`src/rtl/axi_rd_stream.sv`:
```
// Splits one read job into 4 KB-safe AXI bursts and streams the returned beats through a 2-entry skid buffer.
// Optional AXI_RD_BYTE_REVERSE_EN: reverse byte order of each beat on its way to out_data.
module axi_rd_stream #(
    parameter int ADDR_W          = 64,
    parameter int DATA_W          = 512,
    parameter int LEN_W           = 32,
    parameter int MAX_BURST       = 64,
    parameter int MAX_OUTSTANDING = 4
) (
    input  logic                          clk,
    input  logic                          rst_n,
    input  logic                          start,
    input  logic [ADDR_W-1:0]             src_addr,
    input  logic [LEN_W-1:0]              compression_length,
    output logic                          idle,
    output logic                          done,
    output logic                          err,
    output logic                          rd_req,
    output logic [ADDR_W-1:0]             rd_addr,
    output logic [7:0]                    rd_len,
    input  logic                          rd_req_ack,
    input  logic [DATA_W-1:0]             rd_data,
    input  logic                          rd_data_valid,
    input  logic                          rd_data_last,
    output logic                          rd_data_taken,
    output logic [DATA_W-1:0]             out_data,
    output logic                          out_valid,
    input  logic                          out_ready,
    output logic                          out_last,
    output logic [$clog2(DATA_W/8):0]     out_bytes
);
    localparam int BPB     = DATA_W / 8;
    localparam int OFF_W   = $clog2(BPB);
    localparam int BEATS_W = LEN_W - OFF_W + 1;
    localparam int CW      = (BEATS_W > 14) ? BEATS_W : 14;
    localparam int OUT_W   = $clog2(MAX_OUTSTANDING + 1);
    localparam int PW      = (MAX_OUTSTANDING > 1) ? $clog2(MAX_OUTSTANDING) : 1;

    typedef enum logic [1:0] {S_IDLE, S_REQ, S_WAIT, S_DONE} state_t;
    state_t state_q, state_d;

    logic [ADDR_W-1:0]  addr_q;
    logic [BEATS_W-1:0] remaining_q, total_q, recv_q;
    logic [OFF_W:0]     tail_q;
    logic [OUT_W-1:0]   outst_q;
    logic               err_q;

    function automatic logic [CW-1:0] min3(input logic [CW-1:0] a, input logic [CW-1:0] b,
                                           input logic [CW-1:0] c);
        logic [CW-1:0] m;
        m = (a < b) ? a : b;
        return (m < c) ? m : c;
    endfunction

    function automatic logic [DATA_W-1:0] order_bytes(input logic [DATA_W-1:0] d);
        logic [DATA_W-1:0] r;
`ifdef AXI_RD_BYTE_REVERSE_EN
        for (int i = 0; i < BPB; i++) r[8*i +: 8] = d[8*(BPB-1-i) +: 8];
`else
        r = d;
`endif
        return r;
    endfunction

    function automatic logic [PW-1:0] next_ptr(input logic [PW-1:0] p);
        return (p == PW'(MAX_OUTSTANDING - 1)) ? '0 : p + PW'(1);
    endfunction

    // Job geometry derived at capture time
    logic [LEN_W:0]     len_rnd;
    logic [BEATS_W-1:0] job_beats;
    logic [OFF_W:0]     job_tail;
    assign len_rnd   = {1'b0, compression_length} + (LEN_W+1)'(BPB - 1);
    assign job_beats = BEATS_W'(len_rnd >> OFF_W);
    assign job_tail  = (compression_length[OFF_W-1:0] == '0) ? (OFF_W+1)'(BPB)
                                                             : {1'b0, compression_length[OFF_W-1:0]};

    logic [CW-1:0] page_beats, burst;
    logic          ack, last_ack, active, take, push, pop, dec;
    assign page_beats = (CW'(4096) - CW'(addr_q[11:0])) >> OFF_W;
    assign burst      = min3(CW'(remaining_q), CW'(MAX_BURST), page_beats);
    assign rd_req     = (state_q == S_REQ) && (outst_q != OUT_W'(MAX_OUTSTANDING));
    assign rd_addr    = addr_q;
    assign rd_len     = (state_q == S_REQ) ? 8'(burst - CW'(1)) : 8'd0;
    assign ack        = rd_req && rd_req_ack;
    assign last_ack   = ack && (CW'(remaining_q) == burst);
    assign active     = (state_q == S_REQ) || (state_q == S_WAIT);
    assign take       = rd_data_valid && rd_data_taken;
    assign push       = take && active;
    assign pop        = out_valid && out_ready;
    assign dec        = push && rd_data_last && (outst_q != '0);

    // Burst-length FIFO and per-burst beat position for the last-beat check
    logic [7:0]       len_fifo [MAX_OUTSTANDING];
    logic [PW-1:0]    lf_wr_q, lf_rd_q;
    logic [OUT_W-1:0] lf_cnt_q;
    logic [7:0]       beat_q;
    logic             lf_push, lf_pop, exp_last, beat_mismatch;
    assign lf_push       = ack && (lf_cnt_q != OUT_W'(MAX_OUTSTANDING));
    assign exp_last      = (lf_cnt_q != '0) && (beat_q == len_fifo[lf_rd_q]);
    assign lf_pop        = push && exp_last;
    assign beat_mismatch = push && ((lf_cnt_q == '0) || (rd_data_last != exp_last));

    logic [DATA_W-1:0] sk_data  [2];
    logic              sk_last  [2];
    logic [OFF_W:0]    sk_bytes [2];
    logic              sk_wr_q, sk_rd_q;
    logic [1:0]        sk_cnt_q;
    logic              is_final;
    assign is_final      = (recv_q + BEATS_W'(1)) == total_q;
    assign rd_data_taken = (sk_cnt_q != 2'd2);
    assign out_valid     = (sk_cnt_q != 2'd0);
    assign out_data      = out_valid ? sk_data[sk_rd_q] : '0;
    assign out_last      = out_valid && sk_last[sk_rd_q];
    assign out_bytes     = out_valid ? sk_bytes[sk_rd_q] : (OFF_W+1)'(BPB);

    assign idle = (state_q == S_IDLE);
    assign done = (state_q == S_DONE);
    assign err  = err_q;

    always_comb begin
        state_d = state_q;
        case (state_q)
            S_IDLE: if (start) state_d = (compression_length == '0) ? S_DONE : S_REQ;
            S_REQ:  if (last_ack) state_d = S_WAIT;
            S_WAIT: if ((remaining_q == '0) && (outst_q == '0) && pop && out_last) state_d = S_DONE;
            S_DONE: state_d = S_IDLE;
            default: state_d = S_IDLE;
        endcase
    end

    always_ff @(posedge clk or negedge rst_n) begin
        if (!rst_n) begin
            state_q     <= S_IDLE;
            addr_q      <= '0;
            remaining_q <= '0;
            total_q     <= '0;
            recv_q      <= '0;
            tail_q      <= (OFF_W+1)'(BPB);
            outst_q     <= '0;
            err_q       <= 1'b0;
        end else begin
            state_q <= state_d;
            if ((state_q == S_IDLE) && start) begin
                addr_q      <= src_addr & ~ADDR_W'(BPB - 1);
                remaining_q <= job_beats;
                total_q     <= job_beats;
                tail_q      <= job_tail;
                recv_q      <= '0;
                err_q       <= 1'b0;
            end else begin
                if (ack) begin
                    addr_q      <= addr_q + (ADDR_W'(burst) << OFF_W);
                    remaining_q <= remaining_q - BEATS_W'(burst);
                end
                if (push) recv_q <= recv_q + BEATS_W'(1);
                if (beat_mismatch) err_q <= 1'b1;
            end
            if (ack && !dec) outst_q <= outst_q + OUT_W'(1);
            else if (!ack && dec) outst_q <= outst_q - OUT_W'(1);
        end
    end

    always_ff @(posedge clk or negedge rst_n) begin
        if (!rst_n) begin
            lf_wr_q  <= '0;
            lf_rd_q  <= '0;
            lf_cnt_q <= '0;
            beat_q   <= '0;
            sk_wr_q  <= 1'b0;
            sk_rd_q  <= 1'b0;
            sk_cnt_q <= 2'd0;
        end else begin
            if (lf_push) lf_wr_q <= next_ptr(lf_wr_q);
            if (lf_pop)  lf_rd_q <= next_ptr(lf_rd_q);
            if (lf_push && !lf_pop) lf_cnt_q <= lf_cnt_q + OUT_W'(1);
            else if (!lf_push && lf_pop) lf_cnt_q <= lf_cnt_q - OUT_W'(1);
            if (push) beat_q <= (exp_last || (lf_cnt_q == '0)) ? 8'd0 : beat_q + 8'd1;
            if (push) sk_wr_q <= ~sk_wr_q;
            if (pop)  sk_rd_q <= ~sk_rd_q;
            if (push && !pop) sk_cnt_q <= sk_cnt_q + 2'd1;
            else if (!push && pop) sk_cnt_q <= sk_cnt_q - 2'd1;
        end
    end

    // Payload storage carries no reset; outputs are gated by out_valid
    always_ff @(posedge clk) begin
        if (lf_push) len_fifo[lf_wr_q] <= rd_len;
        if (push) begin
            sk_data[sk_wr_q]  <= order_bytes(rd_data);
            sk_last[sk_wr_q]  <= is_final;
            sk_bytes[sk_wr_q] <= is_final ? tail_q : (OFF_W+1)'(BPB);
        end
    end
endmodule

```
`config.mk`:
```
export PLATFORM = sky130hd
export DESIGN_NAME = axi_rd_stream
export DESIGN_NICKNAME = d
export VERILOG_FILES = /design/src/rtl/axi_rd_stream.sv
export SDC_FILE = /design/constraint.sdc
export NUM_CORES = 2
export LEC_CHECK = 0
export CAP_MARGIN = 20
export CORE_AREA = 4 4 465 467
export DETAILED_ROUTE_END_ITERATION = 8
export DIE_AREA = 0 0 469 471
export HOLD_SLACK_MARGIN = 0.02
export SLEW_MARGIN = 20
export SYNTH_ARGS = -nofsm -noshare
export SYNTH_HDL_FRONTEND = slang
export SYNTH_SLANG_ARGS = --single-unit
```
`constraint.sdc`:
```
create_clock -name clk -period 36.3 [get_ports clk]
set_input_delay 5.445 -clock clk [delete_from_list [all_inputs] [get_ports clk]]
set_output_delay 5.445 -clock clk [all_outputs]
set_load 0.005 [all_outputs]
```
-- After elaboration in Yosys (flattened, before gate mapping)
Memories as Yosys holds them, arrays and structs flattened.
Cells that the tools add are included.
- memories kept: 4
- input bits: 615
- bits in registers: 177
- memory bits (writable): 1072
- output and inout port bits: 598
- memories (memory ; words ; bits a word ; rd ports ; clocked after Yosys merged registers in ; wr ports ; line ; text):
    sk_data ; 2 ; 512 ; 1 ; 0 ; 1 ; 104 ; logic [DATA_W-1:0] sk_data [2];
    len_fifo ; 4 ; 8 ; 1 ; 0 ; 1 ; 94 ; logic [7:0] len_fifo [MAX_OUTSTANDING];
    sk_bytes ; 2 ; 7 ; 1 ; 0 ; 1 ; 106 ; logic [OFF_W:0] sk_bytes [2];
    sk_last ; 2 ; 1 ; 1 ; 0 ; 1 ; 105 ; logic sk_last [2];
- eq/ne operators: 15
- mux-type cells: 33
- bitwise logic cells: 2
- add/subtract/negate cells: 15
- reductions and logical operators: 48
- $lt $le $gt $ge: 2
- operators by type and width (kind ; number):
    $mux 512 ; 1
    $mux 27 ; 6
    $mux 64 ; 2
    $add 64x33->64 ; 1
    $eq 27x27->1 ; 2
    $add 32x6->33 const B ; 1
    $logic_not 32->1 ; 1
    $add 27x1->27 const B ; 1
    $logic_not 27->1 ; 1
    $lt 27x21->1 ; 1
    $lt 27x7->1 const B ; 1
    $sub 27x27->27 ; 1
    $logic_and 1x1->1 ; 23
    $mux 7 ; 3
    $mux 2 ; 8
    $mux 8 ; 2
    $reduce_bool 2->1 ; 7
    $sub 13x12->14 const A ; 1
    $mux 3 ; 4
    $add 8x1->8 const B ; 1
    $eq 2x2->1 const B ; 4
    $eq 8x8->1 ; 1
    $pmux 2 s4 ; 1
    $sub 8x1->8 const B ; 1
    other kinds (18) ; 40

-- Depth between registers and ports, before layout
- depth in word-level cells: 8
- gate-level depth with buffers: 23
- gate-level depth less buffers: 22

-- Least setup slack after synthesis
No wires, ideal clock.
- path type: input -> register
- start: input rd_data_valid
- end: memory sk_bytes[0][0] (netlist name) (enable)
- path slack: 7.513 ns
- required time: 34.882 ns
- stages on the path: 3
- path buffers: 1
- arrival time: 27.368 ns
- library setup time: 1.418 ns
- path through: nand3_1 > clkbuf_1 > nor2_1
- longest elaborated chain between the ends: 4
- RTL lines (element ; line ; text):
    start, declared ; 23 ; input logic rd_data_valid,
    $logic_and 1x1->1 ; 88 ; assign take = rd_data_valid && rd_data_taken;
    $logic_and 1x1->1 ; 89 ; assign push = take && active;
    $mux 1 ; 189 ; if (push) begin
    $mux 1 ; 192 ; sk_bytes[sk_wr_q] <= is_final ? tail_q : (OFF_W+1)'(BPB);
    end, declared ; 106 ;
Every way passes these cells.

-- Worst setup path in the final report
- start: register remaining_q[21]
- end: output rd_len[6]
- longest elaborated chain between the ends: 6
- RTL lines (element ; line ; text):
    start, declared ; 43 ; logic [BEATS_W-1:0] remaining_q, total_q, recv_q;
    start signal, assigned ; 146 ; remaining_q <= job_beats;
    start signal, assigned ; 154 ; remaining_q <= remaining_q - BEATS_W'(burst);
    $lt 27x7->1 ; 51 ; m = (a < b) ? a : b;
    $mux 27 (*) ; 51 ;
    $lt 27x21->1 ; 52 ; return (m < c) ? m : c;
    $mux 27 (*) ; 52 ;
    $sub 8x1->8 (*) ; 84 ; assign rd_len = (state_q == S_REQ) ? 8'(burst - CW'(1)) : 8'd0;
    $mux 8 (*) ; 84 ;
    end, declared ; 20 ; output logic [7:0] rd_len,
Mark *: on every way between the ends. The rest lies on a longest branch, timed or not.

==> summary.md <==
| Metric | Value |
|---|---|
| Final Skew | 0.0743 ns |
| Share of cells above drive strength 1 | 0.0582 |
| Port-buffer cells | 1200 |
| CTS Root Cell | clkbuf_16 |
| DRC Markers | 0 |
| Slew margin rel. | 0.169 |
| Final Setup Violations | 0 |
| ANT nets after route | 0 |
| Reg-to-reg critical path startpoint | remaining_q[21] |
| Core area | 212000 um2 |
| Per-cell routed wire length | 25.9 um |
| Clock Tree Buf Depth | 3 |
| Crit path cell chain | nor4_1 > nand4_1 > nor2_1 > and2_1 > ha_1 > a21o_1 > a21o_1 > a21o_1 > a21oi_1 > mux2_2 > inv_1 > ha_1 > nand3_1 > o21ai_0 > clkdlybuf4s50_1 |
| Vias per inst | 4.53 |
| Die height | 471 um |
| Most common library cells after synthesis | edfxtp_1, nor2_1, mux2i_1 |
| Fin util | 0.345 |
| Mapped Avg Cell Area | 13.9 um2 |
| Yosys cell types | 81 |
| Global-route wire length before repair | 281000 um |
| Crit path required time | 30.85 ns |
| Power density cells | 87.6 nW/um2 |
| Clk_lat worst skew | 0.80 ns |
| Worst setup EP type | output pin |
| Die footprint | 221000 um2 |
| Hold WC Path Type | reg -> reg |
| RSZ-0062 raised after global routing | false |
| Placed Cells | 7694 |
| Fin. Hold Viols | 0 |
| Reg2Reg Depth | 21 |
| Worst-Margin Slew | 1.25 ns |
| Clock Sinks | 1243 |
| Number of gates resized after cts | 0 |
| Clock transition at path regs | 0.06 ns |
| Post-synthesis register bit count | 1243 |
| Vias in the first global route | 36022 |
| Leakage power | 26.7 nW |
| Period minus WS final | 11.82 ns |
| Drt first-iter violations | 2706 |
| Top Ports | 1213 |
| Setup TNS | 0 ns |
| Worst Path Arrival | 6.37 ns |
| Hold path start | lf_cnt_q[2] |
| Dominant synthesized flop cell | edfxtp_1 |
| Hold Path Sink | lf_cnt_q[2] |
| DRT Pass-1 Iters | 5 |
| H-Tree Depth | 4 |
| Final period utilization | 0.326 |
| Reg2Reg Setup Slack | 29.30 ns |
| Final net count | 5718 |
| Post-CTS Hold Fix Bufs | 0 |
| Largest net degree at the start of global routing | 174 |
| Initial Utilization | 0.249 |
| FF-to-FF End | rd_addr[58] |
| Fraction of registers with async set/reset | 0.138 |
| Synth warn | 0 |
| Via count | 36229 |
| Crit path kind | reg -> out |
| Area grow syn2layout | 38.5% |
| Total grt overflow | 0 |
| Rows | 169 |
| DP Area | 68100 um2 |
| Buffer count from post-CTS setup fixing | 0 |
| Outcome | finished, final reports clean |
| Finished Layout Cells | 7989 |
| Worst path most repeated cell | a21o_1 |
| Max Fanout on Critical Path | 9 |
| CTS tree | done |
| Largest cells by area after synthesis | edfxtp_1, mux2i_1, dfrtp_1 |
| VDD IR max | 0.0644 mV |
| Synth top area share | 0.610 |
| Synth area leader | edfxtp_1 |
| Mapped cell area | 52800 um2 |
| CTS Buf Count | 147 |
| CP Launch Type | flip-flop |
| Max Freq | 84.6 MHz |
| Initial antenna violation count | 127 |
| Max cap viols | 0 |
| Die Width | 469 um |
| Drt total wl | 207000 um |
| Critical Path Slowest Stage Cell | clkdlybuf4s50_1 |
| Cell depth of the worst hold path | 1 |
| Synthesized instance count | 3787 |
| Max Slew Vio Count | 0 |
| Crit-path max cell delay | 0.63 ns |
| Final GP Congestion | 0.885 |
| GRT Overall Usage | 0.180 |
| Sequential fraction of the synthesis area | 0.691 |
| Final instance area | 73100 um2 |
| Number of synthesized flops with an enable pin | 1072 |
| Most common cell in the netlist | edfxtp_1 |
| Placed wire-length estimate | 156000 um |
==> cells by family after synthesis <==
| kind of cell | count (synthesis) | synth area share |
|---|---|---|
| DFF | 1243 | 0.691 |
| AOI/OAI and AO/OA | 389 | 0.0453 |
| other | 2 | 0.000142 |
| adders and majority gates | 81 | 0.0198 |
| and+or+nand+nor | 1120 | 0.0926 |
| buffers and inverters | 242 | 0.0184 |
| muxes | 542 | 0.105 |
| xor gates and xnor gates | 168 | 0.0279 |
==> sequential cells by signal (all words and copies together), names as in the netlist, 8 cells and up <==
name and flops:
sk_bytes 14, rd_addr 58, total_q 27, recv_q 27, sk_data 1024, remaining_q 27, len_fifo 32, beat_q 8
==> critical path, delay by kind of cell (launching register included) <==
kind | cells | cell delay (ns)
AOI/OAI and AO/OA | 5 | 1.70
and+or+nand+nor | 5 | 1.68
muxes | 1 | 0.44
DFF | 1 | 0.40
buffers and inverters | 2 | 0.83
adders and majority gates | 2 | 0.55
==> stage by stage <==
step | power, mW | hold WS, ns | setup WS (ns)
floorplan | 3.66 | 0.456 | 7.51
global placement | 4.94 | 0.473 | 25.25
detailed placement | 4.94 | 0.477 | 25.29
CTS | 6.49 | 0.489 | 24.39
global route | 6.77 | 0.527 | 24.11
finish | 6.41 | 0.488 | 24.48
==> cells in the final DEF (no fill, tap or decap), types with 35 or more instances in the layout <==
master	instances
dfrtp_1	169
conb_1	45
nor2_1	677
a21o_1	35
nand3_1	60
xor2_1	78
xnor2_1	90
and3_1	36
clkbuf_16	147
o21ai_0	92
a21oi_1	134
nand2_1	167
edfxtp_1	1072
ha_1	77
inv_1	48
mux2i_1	528
clkdlybuf4s50_1	1199
==> per-layer routing <==
layer,wire length [um],vias to the layer above,GRT usage
met5,276,-,0
met4,5380,42,0.0480
met2,101000,1467,0.303
li1,-,16373,-
met1,80300,17963,0.211
met3,20600,384,0.0740
==> worst max-delay path by stage <==
stage	startpoint	end	slack [ns]	cells after the start
floorplan	rd_data_valid	sk_bytes[0][0]	7.51	3
global placement	remaining_q[21]	rd_len[6]	25.25	14
detailed placement	remaining_q[21]	rd_len[6]	25.29	15
CTS	remaining_q[21]	rd_len[6]	24.39	15
global route	remaining_q[21]	rd_len[6]	24.11	14
finish	remaining_q[21]	rd_len[6]	24.48	15
==> power by group <==
group / internal, mW / leakage [nW] / total, mW / switching [mW]
clock network: 0.866 / 2.37 / 1.50 / 0.633
registers: 1.98 / 11.9 / 2.14 / 0.164
logic: 1.25 / 12.5 / 2.76 / 1.51
==> final cells by class <==
type | instances | area, um2
Antenna cell | 30 | 75.1
Clock buffer | 175 | 3790
Clock inverter | 90 | 1150
Fill cell | 20611 | 139000
Inverter | 48 | 180
Multi-Input combinational cell | 2345 | 15500
Sequential cell | 1243 | 36500
Tap cell | 2821 | 3530
Timing Repair Buffer | 1237 | 12400
(Power assumes the default switching activity.)
